### config.mk
export PLATFORM = sky130hd
export DESIGN_NAME = umi_arbiter
export DESIGN_NICKNAME = d
export VERILOG_FILES = /design/src/rtl/umi_arbiter.sv
export SDC_FILE = /design/constraint.sdc
export NUM_CORES = 1
export LEC_CHECK = 0
export CAP_MARGIN = 20
export CORE_AREA = 2 2 550 552
export DETAILED_ROUTE_END_ITERATION = 12
export DIE_AREA = 0 0 552 554
export DONT_BUFFER_PORTS = 1
export PLACE_DENSITY = 0.3
export SYNTH_ARGS = -nofsm -noshare
export SYNTH_HDL_FRONTEND = slang
export SYNTH_SLANG_ARGS = --single-unit
### constraint.sdc
create_clock -name clk -period 2.6 [get_ports clk]
set_input_delay 0.39 -clock clk [delete_from_list [all_inputs] [get_ports clk]]
set_output_delay 0.39 -clock clk [all_outputs]
set_load 0.02 [all_outputs]
### src/rtl/umi_arbiter.sv
// Round-robin arbiter funnelling N UMI requesters into one registered output slot.
// Define UMI_ARB_ADDRCHECK_EN to drop packets whose dstaddr falls outside the cfg window.
module umi_arbiter #(
  parameter int N  = 4,
  parameter int UW = 256,
  parameter int AW = 64
) (
  input  logic                 clk,
  input  logic                 nreset,
  input  logic [N-1:0]         umi_in_valid,
  input  logic [N*UW-1:0]      umi_in_packet,
  output logic [N-1:0]         umi_in_ready,
  output logic                 umi_out_valid,
  output logic [UW-1:0]        umi_out_packet,
  input  logic                 umi_out_ready,
  input  logic [AW-1:0]        cfg_base,
  input  logic [AW-1:0]        cfg_mask,
  output logic                 err_valid,
  output logic [$clog2(N)-1:0] err_src,
  output logic [7:0]           err_count
);

  localparam int PW = $clog2(N);

  logic [PW-1:0] ptr;
  logic [PW-1:0] grant_idx;
  logic [PW-1:0] ptr_next;
  logic          found;
  logic          slot_free;
  logic          xfer;
  logic          load;
  logic          drop;
  logic [UW-1:0] grant_packet;

  // First asserted valid at or after ptr, wrapping modulo N.
  always_comb begin
    found     = 1'b0;
    grant_idx = '0;
    for (int j = 0; j < N; j++) begin
      if (!found && umi_in_valid[(int'(ptr) + j) % N]) begin
        found     = 1'b1;
        grant_idx = PW'((int'(ptr) + j) % N);
      end
    end
  end

  assign slot_free    = !umi_out_valid | umi_out_ready;
  assign xfer         = nreset & slot_free & found;
  assign grant_packet = umi_in_packet[int'(grant_idx)*UW +: UW];
  assign ptr_next     = (int'(grant_idx) == N-1) ? '0 : grant_idx + 1'b1;

  always_comb begin
    umi_in_ready = '0;
    if (xfer) umi_in_ready[grant_idx] = 1'b1;
  end

`ifdef UMI_ARB_ADDRCHECK_EN
  logic [AW-1:0] dstaddr;

  // UMI layout: dstaddr sits directly above the 32-bit command word.
  assign dstaddr = grant_packet[32 +: AW];
  assign drop    = xfer & ((dstaddr & cfg_mask) != (cfg_base & cfg_mask));

  always_ff @(posedge clk or negedge nreset) begin
    if (!nreset) begin
      err_valid <= 1'b0;
      err_src   <= '0;
      err_count <= 8'd0;
    end else begin
      err_valid <= drop;
      if (drop) err_src <= grant_idx;
      if (drop && err_count != 8'hFF) err_count <= err_count + 8'd1;
    end
  end
`else
  logic unused_cfg;

  assign unused_cfg = ^{cfg_base, cfg_mask};
  assign drop       = 1'b0;
  assign err_valid  = 1'b0;
  assign err_src    = '0;
  assign err_count  = 8'd0;
`endif

  assign load = xfer & !drop;

  // Dropped packets still advance ptr so a misbehaving requester cannot stall the rotation.
  always_ff @(posedge clk or negedge nreset) begin
    if (!nreset) begin
      ptr            <= '0;
      umi_out_valid  <= 1'b0;
      umi_out_packet <= '0;
    end else begin
      if (xfer) ptr <= ptr_next;
      if (load) begin
        umi_out_valid  <= 1'b1;
        umi_out_packet <= grant_packet;
      end else if (umi_out_ready) begin
        umi_out_valid <= 1'b0;
      end
    end
  end

endmodule

* After elaboration in Yosys (flattened, before gate mapping)
Index checks and enable logic that the tools add are counted.
W data, S select, Z words.
** Operators by class
- Add/subtract/negate cells :: 4
- Magnitude comparators :: 6
- Eq/ne operators :: 1
- Shifts and indexed selects :: 1
- Mux-type cells :: 25
- Bitwise gates (word level) :: 6
- Reductions and logical operators :: 12
** Operator list (number)
- $shiftx A1024 B11 Y256 :: 1
- $mux W1 :: 14
- $lt A3 B4 Y1 const B :: 3
- $mux W2 :: 5
- $bmux W1 S2 :: 4
- $lt A2 B3 Y1 const B :: 2
- $reduce_or A2 Y1 :: 3
- $add A2 B1 Y2 const B :: 2
- $add A2 B2 Y2 const B :: 2
- $logic_and A1 B1 Y1 :: 4
- $logic_not A1 Y1 :: 4
- $mux W4 :: 1
- $and A1 B1 Y1 const A :: 3
- $and A1 B1 Y1 :: 2
- $demux W1 S2 :: 1
- $eq A2 B1 Y1 const B :: 1
- $ge A2 B1 Y1 const B :: 1
- $reduce_bool A2 Y1 :: 1
- $or A1 B1 Y1 :: 1
** Word-level totals
- Register bits :: 259
- Input bits :: 1159
- Output and inout port bits :: 272

* Longest topological paths before layout
- Depth after elaboration :: 19
- Gate-level depth with buffers :: 10
- Depth with buffers taken out :: 7

* Least setup slack after synthesis
No wires, ideal clock.
- Path type :: reg-to-output
- Start point :: reg ptr[0]
- End point :: out umi_in_ready[3]
- Data arrival time :: 1.635 ns
- Required time :: 2.210 ns
- Slack :: 0.575 ns
- Stages on the path, launching flop included :: 10
- Cells stage by stage :: dfrtp_1 > nor2b_4 > a21oi_1 > o221ai_2 > buf_6 > buf_12 > buf_6 > inv_2 > ha_1 > and2_1
** On the way
- Longest elaborated chain between the ends :: 17
** Ends and longest elaborated chain
- start: declaration :: RTL line 25 : logic [PW-1:0] ptr;
- start signal: assignment :: RTL line 94 : if (xfer) ptr <= ptr_next;
- $add A2 B1 Y2 / $bmux W1 S2 (equally long branches) :: RTL line 40, 42
- $bmux W1 S2 / $mux W1 (equally long branches) :: RTL line 40 : if (!found && umi_in_valid[(int'(ptr) + j) % N]) begin
- $mux W1 (not written as such) :: RTL line 40
- $mux W1 (not written as such) / $logic_not A1 Y1 (equally long branches) :: RTL line 40
- $logic_and A1 B1 Y1 :: RTL line 40
- $mux W1 :: RTL line 40
- $logic_not A1 Y1 :: RTL line 40
- $logic_and A1 B1 Y1 :: RTL line 40
- $mux W1 :: RTL line 40
- $logic_not A1 Y1 :: RTL line 40
- $logic_and A1 B1 Y1 :: RTL line 40
- $mux W2 :: RTL line 40
- $lt A2 B3 Y1 (not written as such) / $ge A2 B1 Y1 (equally long branches) :: RTL line 54 : if (xfer) umi_in_ready[grant_idx] = 1'b1;
- $logic_and A1 B1 Y1 (not written as such) :: RTL line 54
- $mux W1 (not written as such) :: RTL line 54
- $demux W1 S2 :: RTL line 54
- $mux W4 (*) :: RTL line 54
- end: declaration :: RTL line 12 : output logic [N-1:0] umi_in_ready,
Mark *: on every way between the ends. The rest lies on a longest branch, timed or not. The select of a mux whose other input is x is not followed.

* Worst setup path in the final report
- Start point :: reg ptr[0]
- End point :: reg umi_out_packet[169]
** On the way
- Longest elaborated chain between the ends :: 13
** Ends and longest elaborated chain
- $add A2 B1 Y2 / $bmux W1 S2 (equally long branches) :: RTL line 40, 42
- $bmux W1 S2 / $mux W1 (equally long branches) :: RTL line 40
- $mux W1 (not written as such) :: RTL line 40
- $mux W1 (not written as such) / $logic_not A1 Y1 (equally long branches) :: RTL line 40
- $logic_and A1 B1 Y1 :: RTL line 40
- $mux W1 :: RTL line 40
- $logic_not A1 Y1 :: RTL line 40
- $logic_and A1 B1 Y1 :: RTL line 40
- $mux W1 :: RTL line 40
- $logic_not A1 Y1 :: RTL line 40
- $logic_and A1 B1 Y1 :: RTL line 40
- $mux W2 / $mux W1 (equally long branches) :: RTL line 40
- $shiftx A1024 B11 Y256 / $and A1 B1 Y1 (equally long branches) :: RTL line 49, 48
- end signal: assignment :: RTL line 97 : umi_out_packet <= grant_packet;
- end: declaration :: RTL line 14 : output logic [UW-1:0] umi_out_packet,
Parallel ways exist; a longest one is shown, timed or not. The select of a mux whose other input is x is not followed.
A chain may end at the register's enable or synchronous reset.

==> parameters.txt <==
Parameter                              Value

Run status
  Outcome ... finished, violations left
  Violated checks ... hold timing

Drt
  Count of antenna-violating nets left after detailed routing ... 0
  Aggregate routed wire length ... 185 mm
  Per-cell via count in the routed design ... 2.91
  Via count of the routed design ... 19000
  Wire length on met2 ... 78.2 mm
  Met3 wire length ... 28.3 mm
  DR pass1 iterations ... 5
  Wire length the detailed router placed on met1 ... 68.8 mm
  Iteration-0 DRC Markers ... 1194
  Max layer used ... met5
  Average routed wire per standard cell ... 28.2 um
  Remaining DRCs ... 0

Global route
  Number of antenna violations at the first check in global routing ... 206
  Vias in the first global route ... 19600
  All-layer global routing usage ... 11.6%
  Sum of overflow across all layers after global routing ... 0
  First-pass GRT wire length ... 228 mm
  Maximum number of pins on one net before global-route repair ... 261

Timing
  Setup repair after global routing missed its margin ... yes
  Transition time of the tightest slew-check pin ... 987 ps
  Final worst hold slack ... -571 ps
  Post-layout min period ... 2530 ps
  Post-route clock period utilization ... 97.4%
  Worst clock skew on the final layout ... 26.8 ps
  Setup violators final ... 0
  Upper clock frequency limit ... 395 MHz
  Hold Fails Final Rpt ... 259
  Count of pins over their slew limit ... 0
  Setup_tns ... 0 ps
  Worst slew slack as a fraction of its limit ... 34.2%

Clocking
  H-tree level count ... 2
  Clock tree from TritonCTS ... built
  Worst skew pair latency ... 670 ps
  Clock slew at the register clock pins of the worst setup and hold paths ... 60 ps
  Total CTS buffers ... 41
  Max clock buf depth ... 3
  Cts-stage hold buffer count ... 951
  Root cell of the clock tree ... clkbuf_16
  Clock sink count ... 259

Die
  Initial Utilization ... 5.60%
  Area inside the core boundary ... 299000 um2
  I/O pin count ... 1431
  Floorplan die width ... 552 um
  Row count ... 201
  Die height ... 554 um
  Die Footprint ... 306000 um2

Layout
  Layout Utilization ... 11.0%
  Most frequent cells in the layout ... dlygate4sd3_1 (951), mux2i_1 (507), nand2_1 (261)
  Share of cells above drive strength 1 ... 9.44%
  Nets ... 3631
  Area occupied by registers ... 6480 um2
  Final instance area ... 32800 um2
  Synth-to-layout area growth ... 96.0%
  Fill cell instance count of the final layout ... 34100
  Footprint of the multi-input gates ... 8650 um2
  Leading cell type in the layout, fill and taps excluded ... dlygate4sd3_1
  Non-filler cells, final ... 6553

Pwr
  Switching power ... 0.0141 W
  Leak pwr ... 13.3 nW
  Design internal power ... 0.0143 W
  Sequential share of power ... 41.7%
  Switching part of the total power ... 49.6%
  Clock network power share ... 20.6%
  Maximum resistive drop on vdd ... 0.000489 V
  Ratio of total power to cell area ... 864 nW/um2
  Fraction of power consumed by combinational cells ... 37.7%

Yosys
  Number of instances in the synthesized netlist ... 1467
  Library cells used by synthesis ... 29
  Netlist area before placement ... 16700 um2
  Register area share after synthesis ... 38.7%
  Number of synthesized register bits ... 259
  Count of synthesis-stage warnings from yosys ... 0
  Post-Syn Area per Cell ... 11.4 um2

Worst setup path
  Endpoint class of the critical path ... flip-flop
  Required time of the worst setup path ... 3110 ps
  Signal arrival time at the worst endpoint ... 3040 ps
  Setup slack of the most critical reg-to-reg path ... 70 ps
  Kind of critical path ... flip-flop to flip-flop
  Highest net fanout along the worst path ... 12
  Worst setup SP type ... flip-flop

Place
  PortBufs ... 0
  Placed Instance Area ... 21400 um2
  Gp weighted congestion ... 1.02
  HPWL after detailed placement ... 155 mm
  Number of placed cells counting well taps ... 5413

Hold path
  Worst hold-check path type ... input pin to async pin

Run
  Number of max-cap violations ... 0
-- final timing paths --
check	startpoint	to	cells after the start
setup / recovery	ptr[0]	umi_out_packet[169]	8
hold / removal	nreset	umi_out_packet[9]	0
setup reg to reg	ptr[0]	umi_out_packet[169]	8
hold reg to reg	ptr[0]	ptr[0]	2
max in group asynchronous	nreset	ptr[1]	0
min in group clk	umi_in_packet[420]	umi_out_packet[164]	2
-- cell type report --
class	count	area share [%]
clock buffers	63	3.72
multi-input cells	1062	26.3
well taps	3958	15.1
flip-flops and latches	259	19.7
diodes	94	0.716
inverters	2	0.0305
repair buffers	1105	34.1
clock inverters	10	0.271
-- worst max-delay path: stages (launching register included) --
cell,delay [ps]
dfrtp_2,440
nor2b_4,130
a21oi_2,50
o221ai_4,250
buf_4,220
bufbuf_16,310
mux2i_1,250
dlygate4sd3_1,590
o221ai_1,120
-- routing by layer --
| layer | GRT usage, % | vias up |
|---|---|---|
| met4 | 4.50 | 146 |
| met2 | 17.5 | 1427 |
| met3 | 7.85 | 491 |
| li1 | - | 7768 |
| met1 | 12.7 | 9205 |
| met5 | 0 | - |
-- logic make-up (layout without fill, tap and decap cells) --
group / Yosys count / count (layout) / synth area share [%]
adder cells (fa/ha/maj): 1 / 1 / 0.0747
other: 1 / 105 / 0.0224
multiplexers: 512 / 512 / 30.6
flip-flops: 259 / 259 / 38.7
AO/OA/AOI/OAI: 264 / 264 / 13.8
buffers and inverters: 156 / 1180 / 10.4
AND/OR/NAND/NOR: 274 / 274 / 6.38
-- power by group through the flow --
stage / Combinational [W] / Sequential (W) / Clock [W]
finish: 0.0107 / 0.0118 / 0.00585
global route: 0.0115 / 0.0124 / 0.00625
CTS: 0.0107 / 0.0122 / 0.00617
detailed placement: 0.00852 / 0.0123 / 0
global placement: 0.00845 / 0.0123 / 0
floorplan: 0.00705 / 0.00876 / 0
-- flip-flops by register name, indices dropped and copies added, names as in the netlist --
register and flops:
umi_out_packet 256, umi_out_valid 1, ptr 2
-- cells in the mapped netlist --
cell type	count	share of area (%)
a21boi_1	1	0.045
a21o_1	1	0.045
a21oi_1	1	0.030
and2_1	1	0.037
buf_12	45	5.4
buf_2	42	1.3
buf_4	14	0.63
buf_6	32	2.2
bufbuf_8	5	0.56
clkbuf_1	16	0.36
conb_1	1	0.022
dfrtp_1	259	39
ha_1	1	0.075
inv_1	1	0.022
inv_2	1	0.022
mux2i_1	512	31
nand2_1	261	5.8
nand2_2	1	0.037
nand2b_1	2	0.075
nand2b_4	1	0.082
nor2_1	4	0.090
nor2b_1	2	0.075
nor2b_2	1	0.052
nor2b_4	1	0.082
o21ai_1	2	0.060
o221ai_1	255	13
o221ai_2	2	0.18
o22a_1	1	0.052
o41ai_2	1	0.097
-- stage by stage --
stage                     hold slack (ps)  total power [W]  setup slack [ps]
after floorplan                      94.4           0.0158               575
after global placement                103           0.0207              -318
after detailed placement              102           0.0208              -387
after CTS                            -692           0.0291             -26.8
after global routing                 -649           0.0301             -2.81
final                                -571           0.0284              67.2
-- what timing repair did --
item,CTS,global route
gates resized for setup,15,8
gates cloned,3,0
pin swaps,2,1
endpoints found under the setup margin,15,39
buffers inserted,11,8
endpoints found under the hold margin,514,259
Note: power is estimated with default switching activity, not from simulation.
